===== config.mk =====
export PLATFORM = sky130hd
export DESIGN_NAME = tx_response_scheduler
export DESIGN_NICKNAME = d
export VERILOG_FILES = /design/src/rtl/tx_response_scheduler.sv
export SDC_FILE = /design/constraint.sdc
export NUM_CORES = 1
export LEC_CHECK = 0
export ABC_AREA = 1
export CORE_UTILIZATION = 39
export CTS_CLUSTER_SIZE = 25
export DETAILED_ROUTE_END_ITERATION = 8
export GPL_TIMING_DRIVEN = 0
export PLACE_DENSITY = 0.64
export SYNTH_ARGS = -nofsm -noshare
export SYNTH_HDL_FRONTEND = slang
export SYNTH_SLANG_ARGS = --single-unit

===== constraint.sdc =====
create_clock -name clk -period 6.97 [get_ports clk]
set_input_delay 1.7425 -clock clk [delete_from_list [all_inputs] [get_ports clk]]
set_output_delay 1.7425 -clock clk [all_outputs]
set_load 0.01 [all_outputs]

===== src/rtl/tx_response_scheduler.sv =====
// Response byte scheduler for the UART TX path.
// Queues RF (1 byte) and ALU (2 byte) responses in a small byte FIFO and hands them one at a
// time to the UART TX through a level valid / busy handshake with a busy-rise timeout.
module tx_response_scheduler #(
  parameter int unsigned WIDTH        = 8,
  parameter int unsigned FIFO_DEPTH   = 4,
  parameter int unsigned BUSY_TIMEOUT = 255
) (
  input  logic                          clk,
  input  logic                          reset_n,
  input  logic [WIDTH-1:0]              rf_rd_data_in,
  input  logic                          rf_rd_data_valid_in,
  input  logic [2*WIDTH-1:0]            alu_data_in,
  input  logic                          alu_data_valid_in,
  input  logic                          uart_tx_busy_in,
  output logic [WIDTH-1:0]              uart_tx_data_out,
  output logic                          uart_tx_data_valid_out,
  output logic [$clog2(FIFO_DEPTH):0]   fifo_level_out,
  output logic                          fifo_full_out,
  output logic                          drop_out,
  output logic                          timeout_out,
  output logic                          idle_out
);

  localparam int unsigned PtrW = $clog2(FIFO_DEPTH);
  localparam int unsigned LvlW = PtrW + 1;
  localparam int unsigned CntW = $clog2(BUSY_TIMEOUT + 1);

  localparam logic [LvlW-1:0] DepthL  = LvlW'(FIFO_DEPTH);
  localparam logic [CntW-1:0] TmoLast = CntW'(BUSY_TIMEOUT - 1);

  typedef enum logic [1:0] {StIdle, StReq, StWaitLo} state_e;

  state_e          state_q;
  logic [WIDTH-1:0] mem_q [FIFO_DEPTH];
  logic [PtrW-1:0] wr_ptr_q, wr_ptr_d;
  logic [PtrW-1:0] rd_ptr_q, rd_ptr_d;
  logic [LvlW-1:0] level_q, level_d;
  logic [CntW-1:0] tmo_cnt_q;
  logic [WIDTH-1:0] data_q;
  logic            valid_q;
  logic            timeout_q;
  logic            drop_q;

  logic            pop;
  logic [LvlW-1:0] free_slots;
  logic [LvlW-1:0] free_after_alu;
  logic            alu_ok;
  logic            rf_ok;
  logic            drop_d;
  logic [1:0]      push_cnt;
  logic [PtrW-1:0] alu_hi_ptr;
  logic [PtrW-1:0] rf_ptr;

  // Head leaves the FIFO when the request ends, either by busy rising or by timeout.
  assign pop = (state_q == StReq) && (uart_tx_busy_in || (tmo_cnt_q == TmoLast));

  // Enqueue admission: ALU word is all-or-nothing and takes priority over the RF byte.
  always_comb begin
    free_slots     = DepthL - level_q + LvlW'(pop);
    alu_ok         = alu_data_valid_in && (free_slots >= LvlW'(2));
    free_after_alu = alu_ok ? (free_slots - LvlW'(2)) : free_slots;
    rf_ok          = rf_rd_data_valid_in && (free_after_alu >= LvlW'(1));
    drop_d         = (alu_data_valid_in && !alu_ok) || (rf_rd_data_valid_in && !rf_ok);
    push_cnt       = (alu_ok ? 2'd2 : 2'd0) + (rf_ok ? 2'd1 : 2'd0);
    alu_hi_ptr     = wr_ptr_q + PtrW'(1);
    rf_ptr         = alu_ok ? (wr_ptr_q + PtrW'(2)) : wr_ptr_q;
    wr_ptr_d       = wr_ptr_q + PtrW'(push_cnt);
    rd_ptr_d       = rd_ptr_q + PtrW'(pop);
    level_d        = level_q - LvlW'(pop) + LvlW'(push_cnt);
  end

  // Byte storage: ALU LSB, then MSB, then the RF byte.
  always_ff @(posedge clk) begin
    if (alu_ok) begin
      mem_q[wr_ptr_q]   <= alu_data_in[WIDTH-1:0];
      mem_q[alu_hi_ptr] <= alu_data_in[2*WIDTH-1:WIDTH];
    end
    if (rf_ok) begin
      mem_q[rf_ptr] <= rf_rd_data_in;
    end
  end

  // FIFO pointers, level and drop pulse.
  always_ff @(posedge clk or negedge reset_n) begin
    if (!reset_n) begin
      wr_ptr_q <= '0;
      rd_ptr_q <= '0;
      level_q  <= '0;
      drop_q   <= 1'b0;
    end else begin
      wr_ptr_q <= wr_ptr_d;
      rd_ptr_q <= rd_ptr_d;
      level_q  <= level_d;
      drop_q   <= drop_d;
    end
  end

  // Handshake FSM with registered data, valid and timeout pulse.
  always_ff @(posedge clk or negedge reset_n) begin
    if (!reset_n) begin
      state_q   <= StIdle;
      data_q    <= '0;
      valid_q   <= 1'b0;
      timeout_q <= 1'b0;
      tmo_cnt_q <= '0;
    end else begin
      timeout_q <= 1'b0;
      unique case (state_q)
        StIdle: begin
          if (level_q != '0) begin
            data_q    <= mem_q[rd_ptr_q];
            valid_q   <= 1'b1;
            tmo_cnt_q <= '0;
            state_q   <= StReq;
          end
        end
        StReq: begin
          if (pop) begin
            valid_q   <= 1'b0;
            timeout_q <= !uart_tx_busy_in;
            state_q   <= StWaitLo;
          end else begin
            tmo_cnt_q <= tmo_cnt_q + CntW'(1);
          end
        end
        StWaitLo: begin
          if (!uart_tx_busy_in) begin
            state_q <= StIdle;
          end
        end
        default: state_q <= StIdle;
      endcase
    end
  end

  assign uart_tx_data_out       = data_q;
  assign uart_tx_data_valid_out = valid_q;
  assign fifo_level_out         = level_q;
  assign fifo_full_out          = (level_q == DepthL);
  assign drop_out               = drop_q;
  assign timeout_out            = timeout_q;
  assign idle_out               = (level_q == '0) && (state_q == StIdle);

endmodule


==> reports/metrics.cfg, run 1 <==
[clocking]
clockRootBuffer = clkbuf_8
max-clock-path-buffers = 2
cts_resized = 0
cts.sinks = 60
path_clk_slew_ns = 0.07
cts_setup_buffers = 0
cts_tree = yes
clock_latency_ns = 0.34
hold_buffers = 0
numCtsBuffers = 9
htreeDepth = 3

[power]
power.leakage_nw = 2.099
power.density_nw_per_um2 = 489.1
power_mw = 2.225
peakVddDrop_uv = 154.5

[timing]
fin_crit_sh_pct = 76.23
slew_headroom_pct = 47.36
min_period_ns = 5.313
clock_skew_ns = 0.01006
hold_ws_ns = 0.4783
setup_ws_ns = 1.657
worstMarginPinSlew_ns = 0.7843
finalHoldViolations = 0
rsz0062_at_grt = no
setup_violations = 0
tns_ns = 0
max_freq_mhz = 188.2
maxSlewViolCount = 0

[logic_synthesis]
synth_edf_count = 32
synth_top_cell_area_share_pct = 25.71
ys_ff_latch = 60
synth_fp_nets = 493
synthCells = 453
synth.cell_area_um2 = 3737
ys.flop_type = edfxtp_1
ys_top_cells_by_area = edfxtp_1 (26%), dfrtp_1 (19%), nand2_1 (15%)
yosys_warnings = 0
synth_area_per_cell_um2 = 8.250
synthArstFlopShare_pct = 46.67
ys_types = 32
ys_seq_area_share_pct = 44.46
netlist.top_cell.by_area = edfxtp_1

[floorplan]
coreArea_um2 = 9240
initial_core_util_pct = 40.45
die_h_um = 99.89
rows = 35
fp.dieW_um = 99.89
io_pins = 45
die-area_um2 = 9978

[min_path]
hold_class = flop to flop

[placement]
place_congestion = 1.012
place_worst_setup_slack_ns = 1.314
dp_hpwl_mm = 6.865
port_buffers = 43

[route]
post_drt_via_cell_ratio = 5.045
routed_wl_mm = 8.824
post_drt_wl_per_cell_um = 13.77
postRouteAntennaNets = 0
via_count = 3234
drc_errors = 0
dr.pass1.iters = 5
drt-initial-drc-count = 219

[setup_path]
cp_cell_sequence = clkdlybuf4s50_1, inv_1, nand3_2, nand2_1, ha_1, inv_1, ha_1, inv_1, ha_1, inv_1, nand2_4, inv_4, nand3_2, nand2_2, nand2_4, buf_6, nand2_2, ha_1, inv_1, ha_1, inv_1, fa_1, xnor2_1, xor2_1
cp.arrival_ns = 5.57
cp_max_fo = 10
worstPathRequired_ns = 7.23
critPathKind = primary input to flop
endpoint_kind = flop
slowest_delay_ns = 0.39
crit_path_top_delay_cell = clkdlybuf4s50_1
critPathMostFrequentCell = inv_1
startpoint_type = primary input

[global_routing]
grt_pass1_vias = 3134
track_usage_pct = 19.57
grt_max_degree = 29
overflow = 0
antenna_found_initial = 0
grt_pass1_wl_mm = 15.15

[finish]
drive_gt1_share_pct = 11.52
final_common_cell = nand2_1
syn_to_final_growth_pct = 21.73
final_cell_mix = nand2_1 (150), o21ai_0 (46), clkdlybuf4s50_1 (42)
fin_nets = 547
antenna-diode-count = 0

[run]
cap_violations = 0

[run_status]
outcome = finished clean

## cell type report
class,count,area (µm²)
multi-input combinational,339,1821
inverter,37,145.1
timing repair buffer,43,425.4
tap,129,161.4
clock inverter,7,101.3
fill,890,4691
sequential,60,1662
clock buffer,9,123.9
buffer,17,110.1
## per-stage QoR
stage / instance area, µm² / utilization [%] / std cells
final: 4549 / 49.23 / 641
after global routing: 4549 / 49.23 / 641
after CTS: 4554 / 49.29 / 641
after detailed placement: 4329 / 46.85 / 625
after global placement: 4329 / 46.85 / 625
after floorplan: 3737 / - / 453
## flip-flops by register name, summed over array words and instances, names as in the netlist
register,flops
uart_tx_data_out,8
drop_out,1
timeout_out,1
uart_tx_data_valid_out,1
mem_q,32
tmo_cnt_q,8
wr_ptr_q,2
rd_ptr_q,2
state_q,2
fifo_level_out,3
## Yosys cell counts (3+ instances only)
cell type / count
nand2_2: 4
nand3_2: 3
o21ai_2: 4
clkbuf_1: 6
buf_2: 4
buf_6: 5
ha_1: 10
nand2_1: 150
nand3_1: 17
nand4_1: 33
o21ai_0: 46
nor2_1: 34
edfxtp_1: 32
inv_1: 33
dfrtp_1: 28
nand2_4: 5
xor2_1: 6
nand3_4: 7
o21ai_1: 9
## metal layers
| layer | track usage [%] | wire length [µm] |
|---|---|---|
| met1 | 26.15 | 4095 |
| met4 | 8.937 | 299 |
| met2 | 30.56 | 3954 |
| met3 | 4.109 | 475 |
| met5 | 0 | 0 |
## report_power, final
part	switching (mW)	internal [mW]
registers	0.0772	0.611
clock network	0.142	0.203
logic	0.772	0.420
total	0.991	1.23
## final timing paths
check	cells past startpoint	start	end	slack, ns
worst min-delay path	2	uart_tx_data_out[6]	uart_tx_data_out[6]	0.48
max in group asynchronous	1	reset_n	wr_ptr_q[0]	5.14
worst max-delay path	24	uart_tx_busy_in	fifo_level_out[2]	1.66
min in group asynchronous	1	reset_n	tmo_cnt_q[5]	1.41
worst max register to register	27	tmo_cnt_q[3]	fifo_level_out[2]	2.81
worst min register to register	2	uart_tx_data_out[6]	uart_tx_data_out[6]	0.48
## worst max-delay path, delay by kind of cell
family,cells,cell delay (ns)
xor+xnor,2,0.39
fa+ha+maj,6,1.40
buf+inv,9,1.16
simple gates,7,0.88
## kinds of logic after synthesis
family | synth area share, %
and+or+nand+nor | 33.44
AOI/OAI and AO/OA | 9.508
DFF | 44.46
buffers and inverters | 6.829
adders and majority gates | 3.884
xor gates and xnor gates | 1.875
(Power assumes the default switching activity.)
==> run 2, diff against run 1 <==
- PLACE_DENSITY: 0.64 -> 0.66
- clock period: 6.97 -> 4.4 ns (I/O delays scaled with it)
==> reports/metrics.cfg, run 2 (same netlist as run 1, synthesis figures left out) <==
[floorplan]
coreArea_um2 = 9240
rows = 35
die_h_um = 99.89
initial_core_util_pct = 40.45
fp.dieW_um = 99.89
io_pins = 45
die-area_um2 = 9978

[finish]
largest-register = mem_q
finish.instance_area_um2 = 4608
final_cell_mix = nand2_1 (149), o21ai_0 (46), clkdlybuf4s50_1 (42)
fin_nets = 549
instances_no_fill = 643
antenna-diode-count = 0
drive_gt1_share_pct = 12.84
largest_register_ff_count = 32
syn_to_final_growth_pct = 23.30
final_common_cell = nand2_1

[placement]
port_buffers = 43
place_worst_setup_slack_ns = -0.6523
post-place-cells = 625
place_congestion = 0.9405
dp_hpwl_mm = 6.915
post_dp_cell_area_um2 = 4329

[timing]
maxSlewViolCount = 0
setup_ws_ns = 0.2382
rsz0062_at_grt = no
max_freq_mhz = 240.3
setup_violations = 0
finalHoldViolations = 0
slew_headroom_pct = 45.81
tns_ns = 0
clock_skew_ns = 0.01164
worstMarginPinSlew_ns = 0.8074
min_period_ns = 4.162
fin_crit_sh_pct = 94.59

[global_routing]
antenna_found_initial = 0
overflow = 0
grt_pass1_vias = 3069
track_usage_pct = 19.63
grt_pass1_wl_mm = 15.18
grt_max_degree = 29

[setup_path]
r2r-start = tmo_cnt_q[3]
r2r_slack_ns = 0.63
startpoint_type = primary input
worstReg2RegEnd = fifo_level_out[2]
endpoint_kind = flop
critPathKind = primary input to flop
cp_max_fo = 19
cp.arrival_ns = 4.41
worstPathRequired_ns = 4.65
r2r_cells = 26

[min_path]
hold_start = uart_tx_data_out[6]
hold_path_depth = 2
whs_endpoint = uart_tx_data_out[6]
hold_class = flop to flop

[clocking]
cts_tree = yes
hold_buffers = 0
numCtsBuffers = 9
clockRootBuffer = clkbuf_8
max-clock-path-buffers = 2
clock_latency_ns = 0.33
path_clk_slew_ns = 0.07
cts.sinks = 60
htreeDepth = 3

[route]
postRouteAntennaNets = 0
post_drt_wl_per_cell_um = 13.99
via_count = 3183
post_drt_via_cell_ratio = 4.950
dr.pass1.iters = 5
drc_errors = 0
routed_wl_mm = 8.997
drt-initial-drc-count = 209

[power]
p_comb_share_pct = 54.2
clkPwrFrac_pct = 16.2
power.density_nw_per_um2 = 796.3
internal_power_mw = 2.046
power.leakage_nw = 2.116
switchingPower_mw = 1.623
power_mw = 3.669
switching_share_pct = 44.24
peakVddDrop_uv = 276.1
p_seq_share_pct = 29.6

[run_status]
outcome = finished clean

[run]
cap_violations = 0

==> run 2: cell type report <==
cell class | instances | area [µm²]
Clock inverter | 7 | 115.1
Inverter | 37 | 145.1
Buffer | 16 | 98.84
Multi-Input combinational cell | 339 | 1854
Timing Repair Buffer | 46 | 447.9
Tap cell | 129 | 161.4
Clock buffer | 9 | 123.9
Sequential cell | 60 | 1662
Fill cell | 903 | 4632
==> run 2: what timing repair did <==
action	4_1_cts	5_1_grt
setup buffers	3	0
setup endpoints to repair	2	1
pin swaps	3	2
gates resized for setup	5	3
==> run 2: per-stage QoR <==
| stage | utilization, % | hold WS, ns |
|---|---|---|
| 2_1_floorplan | - | 0.4447 |
| 3_3_place_gp | 46.85 | 0.4636 |
| 3_5_place_dp | 46.85 | 0.4651 |
| 4_1_cts | 49.94 | 0.4829 |
| 5_1_grt | 49.87 | 0.4990 |
| 6_report | 49.87 | 0.4783 |
==> run 2: power by group through the flow <==
stage | combinational, mW | clock (mW) | sequential [mW]
floorplan | 1.32 | 0 | 1.10
global placement | 1.85 | 0 | 1.09
detailed placement | 1.90 | 0 | 1.10
CTS | 1.98 | 0.601 | 1.09
global route | 2.22 | 0.630 | 1.12
finish | 1.99 | 0.593 | 1.09
==> run 2: worst max path at each step <==
stage,slack (ns),end,start,cells past startpoint
3_3_place_gp,-0.52,fifo_level_out[2],uart_tx_busy_in,24
2_1_floorplan,0.21,fifo_level_out[2],uart_tx_busy_in,23
6_report,0.24,fifo_level_out[2],uart_tx_busy_in,25
4_1_cts,0.03,fifo_level_out[2],uart_tx_busy_in,26
5_1_grt,0.01,fifo_level_out[2],uart_tx_busy_in,25
3_5_place_dp,-0.65,fifo_level_out[2],uart_tx_busy_in,24
==> run 2: layer usage <==
metal / share of wire, % / vias up / GRT usage, %
li1: - / 1629 / -
met1: 46 / 1415 / 26.48
met2: 47 / 124 / 30.82
met3: 5.0 / 15 / 3.412
met4: 2.4 / 0 / 9.163
met5: 0 / - / 0
==> run 2: critical path: stages <==
cell and delay (ns):
clkdlybuf4s50_1 0.47, inv_2 0.06, nand3_4 0.06, nand2_2 0.07
ha_1 0.19, inv_1 0.06, ha_1 0.15, inv_1 0.04
nand2_1 0.04, nand2_1 0.07, ha_1 0.23, inv_2 0.09
nand2_4 0.08, inv_4 0.07, nand3_2 0.07, nand2_4 0.11
nand2_8 0.13, nand2_2 0.10, ha_1 0.23, inv_1 0.06
ha_1 0.15, inv_1 0.05, fa_2 0.36, xnor2_2 0.16
xor2_1 0.20
==> run 3, diff against run 2 <==
- CAP_MARGIN: not set -> 10
==> reports/metrics.cfg, run 3 (same netlist as run 1, synthesis figures left out) <==
[run_status]
outcome = finished clean

[setup_path]
cp_max_fo = 10
cp.arrival_ns = 4.33
endpoint_kind = flop
crit_start = uart_tx_busy_in
critPathKind = primary input to flop
startpoint_type = primary input
r2r-start = tmo_cnt_q[3]
worstPathRequired_ns = 4.62

[timing]
min_period_ns = 4.109
worstMarginPinSlew_ns = 0.7992
setup_ws_ns = 0.2913
hold_ws_ns = 0.4768
fin_crit_sh_pct = 93.38
maxSlewViolCount = 0
clock_skew_ns = 0.009327
max_freq_mhz = 243.4
finalHoldViolations = 0
rsz0062_at_grt = no
slew_headroom_pct = 46.36
setup_violations = 0

[clocking]
max-clock-path-buffers = 2
clockRootBuffer = clkbuf_8
numCtsBuffers = 9
htreeDepth = 3
cts.sinks = 60
path_clk_slew_ns = 0.07
cts_tree = yes
clock_latency_ns = 0.34

[route]
dr.pass1.iters = 5
post_drt_via_cell_ratio = 4.968
drc_errors = 0
routed_wl_mm = 8.921
drt-initial-drc-count = 244
via_count = 3214
postRouteAntennaNets = 0
post_drt_wl_per_cell_um = 13.79

[global_routing]
grt_pass1_wl_mm = 14.99
grt_max_degree = 17
overflow = 0
track_usage_pct = 19.44
grt_pass1_vias = 3044
antenna_found_initial = 0

[min_path]
hold_start = uart_tx_data_out[1]
hold_class = flop to flop

[power]
peakVddDrop_uv = 260.0
power_mw = 3.566
power.density_nw_per_um2 = 773.8
power.leakage_nw = 2.123

[finish]
final.fill_count = 872
instances_no_fill = 647
fin_nets = 553
syn_to_final_growth_pct = 23.30
final_common_cell = nand2_1
largest-register = mem_q
drive_gt1_share_pct = 12.93
final_cell_mix = nand2_1 (149), o21ai_0 (46), clkdlybuf4s50_1 (43)
fin_util_pct = 49.87
antenna-diode-count = 0
largest_register_ff_count = 32

[floorplan]
fp.dieW_um = 99.89
initial_core_util_pct = 40.45
coreArea_um2 = 9240
io_pins = 45
die_h_um = 99.89
rows = 35
die-area_um2 = 9978

[placement]
dp_hpwl_mm = 6.901
place_worst_setup_slack_ns = -0.6484
port_buffers = 43
place_congestion = 0.9405
post-place-cells = 626

[run]
cap_violations = 0

## run 3: cell count changes in the layout (fill, tap and decap cells not counted)
cell             change
buf_4                +3
bufinv_16            -2
clkinv_1             +2
clkinv_2             +2
clkinvlp_4           -2
buf_16               +1
buf_2                -1
clkdlybuf4s50_1      +1
inv_4                -1
inv_6                +1
## run 3: metrics by stage
step | area, µm² | setup TNS [ns]
after floorplan | 3737 | 0
after global placement | 4329 | -1.358
after detailed placement | 4357 | -2.183
after CTS | 4564 | 0
after global routing | 4608 | 0
final | 4608 | 0
## run 3: area by class of cell
cell class | instances | area, µm² | share of cell area, %
timing repair buffer | 50 | 503.0 | 10.92
clock inverter | 7 | 57.56 | 1.249
multi-input combinational | 339 | 1854 | 40.24
clock buffer | 9 | 123.9 | 2.688
tap | 129 | 161.4 | 3.503
buffer | 16 | 98.84 | 2.145
inverter | 37 | 147.6 | 3.204
sequential | 60 | 1662 | 36.06
## run 3: metal layers
metal	vias up	share of wire [%]	global-route usage [%]
met3	23	4.5	2.507
met1	1448	47	25.93
met2	102	46	30.66
li1	1641	-	-
met4	0	2.9	10.86
met5	-	0	0
## run 3: critical path, cell delays in order
cell and delay (ns):
clkdlybuf4s50_1 0.47, inv_2 0.06, nand3_4 0.06, nand2_2 0.07, ha_1 0.19, inv_1 0.06, ha_1 0.15, inv_1 0.04
nand2_1 0.05, nand2_1 0.07, ha_1 0.23, inv_2 0.11, nand2_4 0.10, inv_6 0.09, nand3_2 0.08, nand2_4 0.10
nand2_8 0.08, nand2_2 0.08, ha_1 0.23, inv_1 0.06, ha_1 0.13, inv_1 0.05, fa_2 0.35, xnor2_2 0.14
xor2_1 0.17
## run 3: where the power goes
group          leakage [nW]  internal, mW  switching (mW)
clock                0.0976         0.253           0.207
sequential            0.656         0.968           0.119
combinational          1.37         0.742            1.28
## run 3: what timing repair did
action / CTS / global route
resized for setup: 4 / 5
endpoints found under the setup margin: 2 / 1
buffers inserted: 1 / 5
hold buffers: 0 / 0
gates cloned: 0 / 0
pin swaps: 1 / 2
## run 3: path summary, 6_finish.rpt
path,to,depth (start not counted),slack [ns]
min reg2reg,uart_tx_data_out[1],2,0.48
max,fifo_level_out[2],25,0.29
max in group asynchronous,uart_tx_data_out[0],2,2.67
min,uart_tx_data_out[1],2,0.48
min in group asynchronous,timeout_out,1,1.20
max reg2reg,fifo_level_out[2],26,0.68
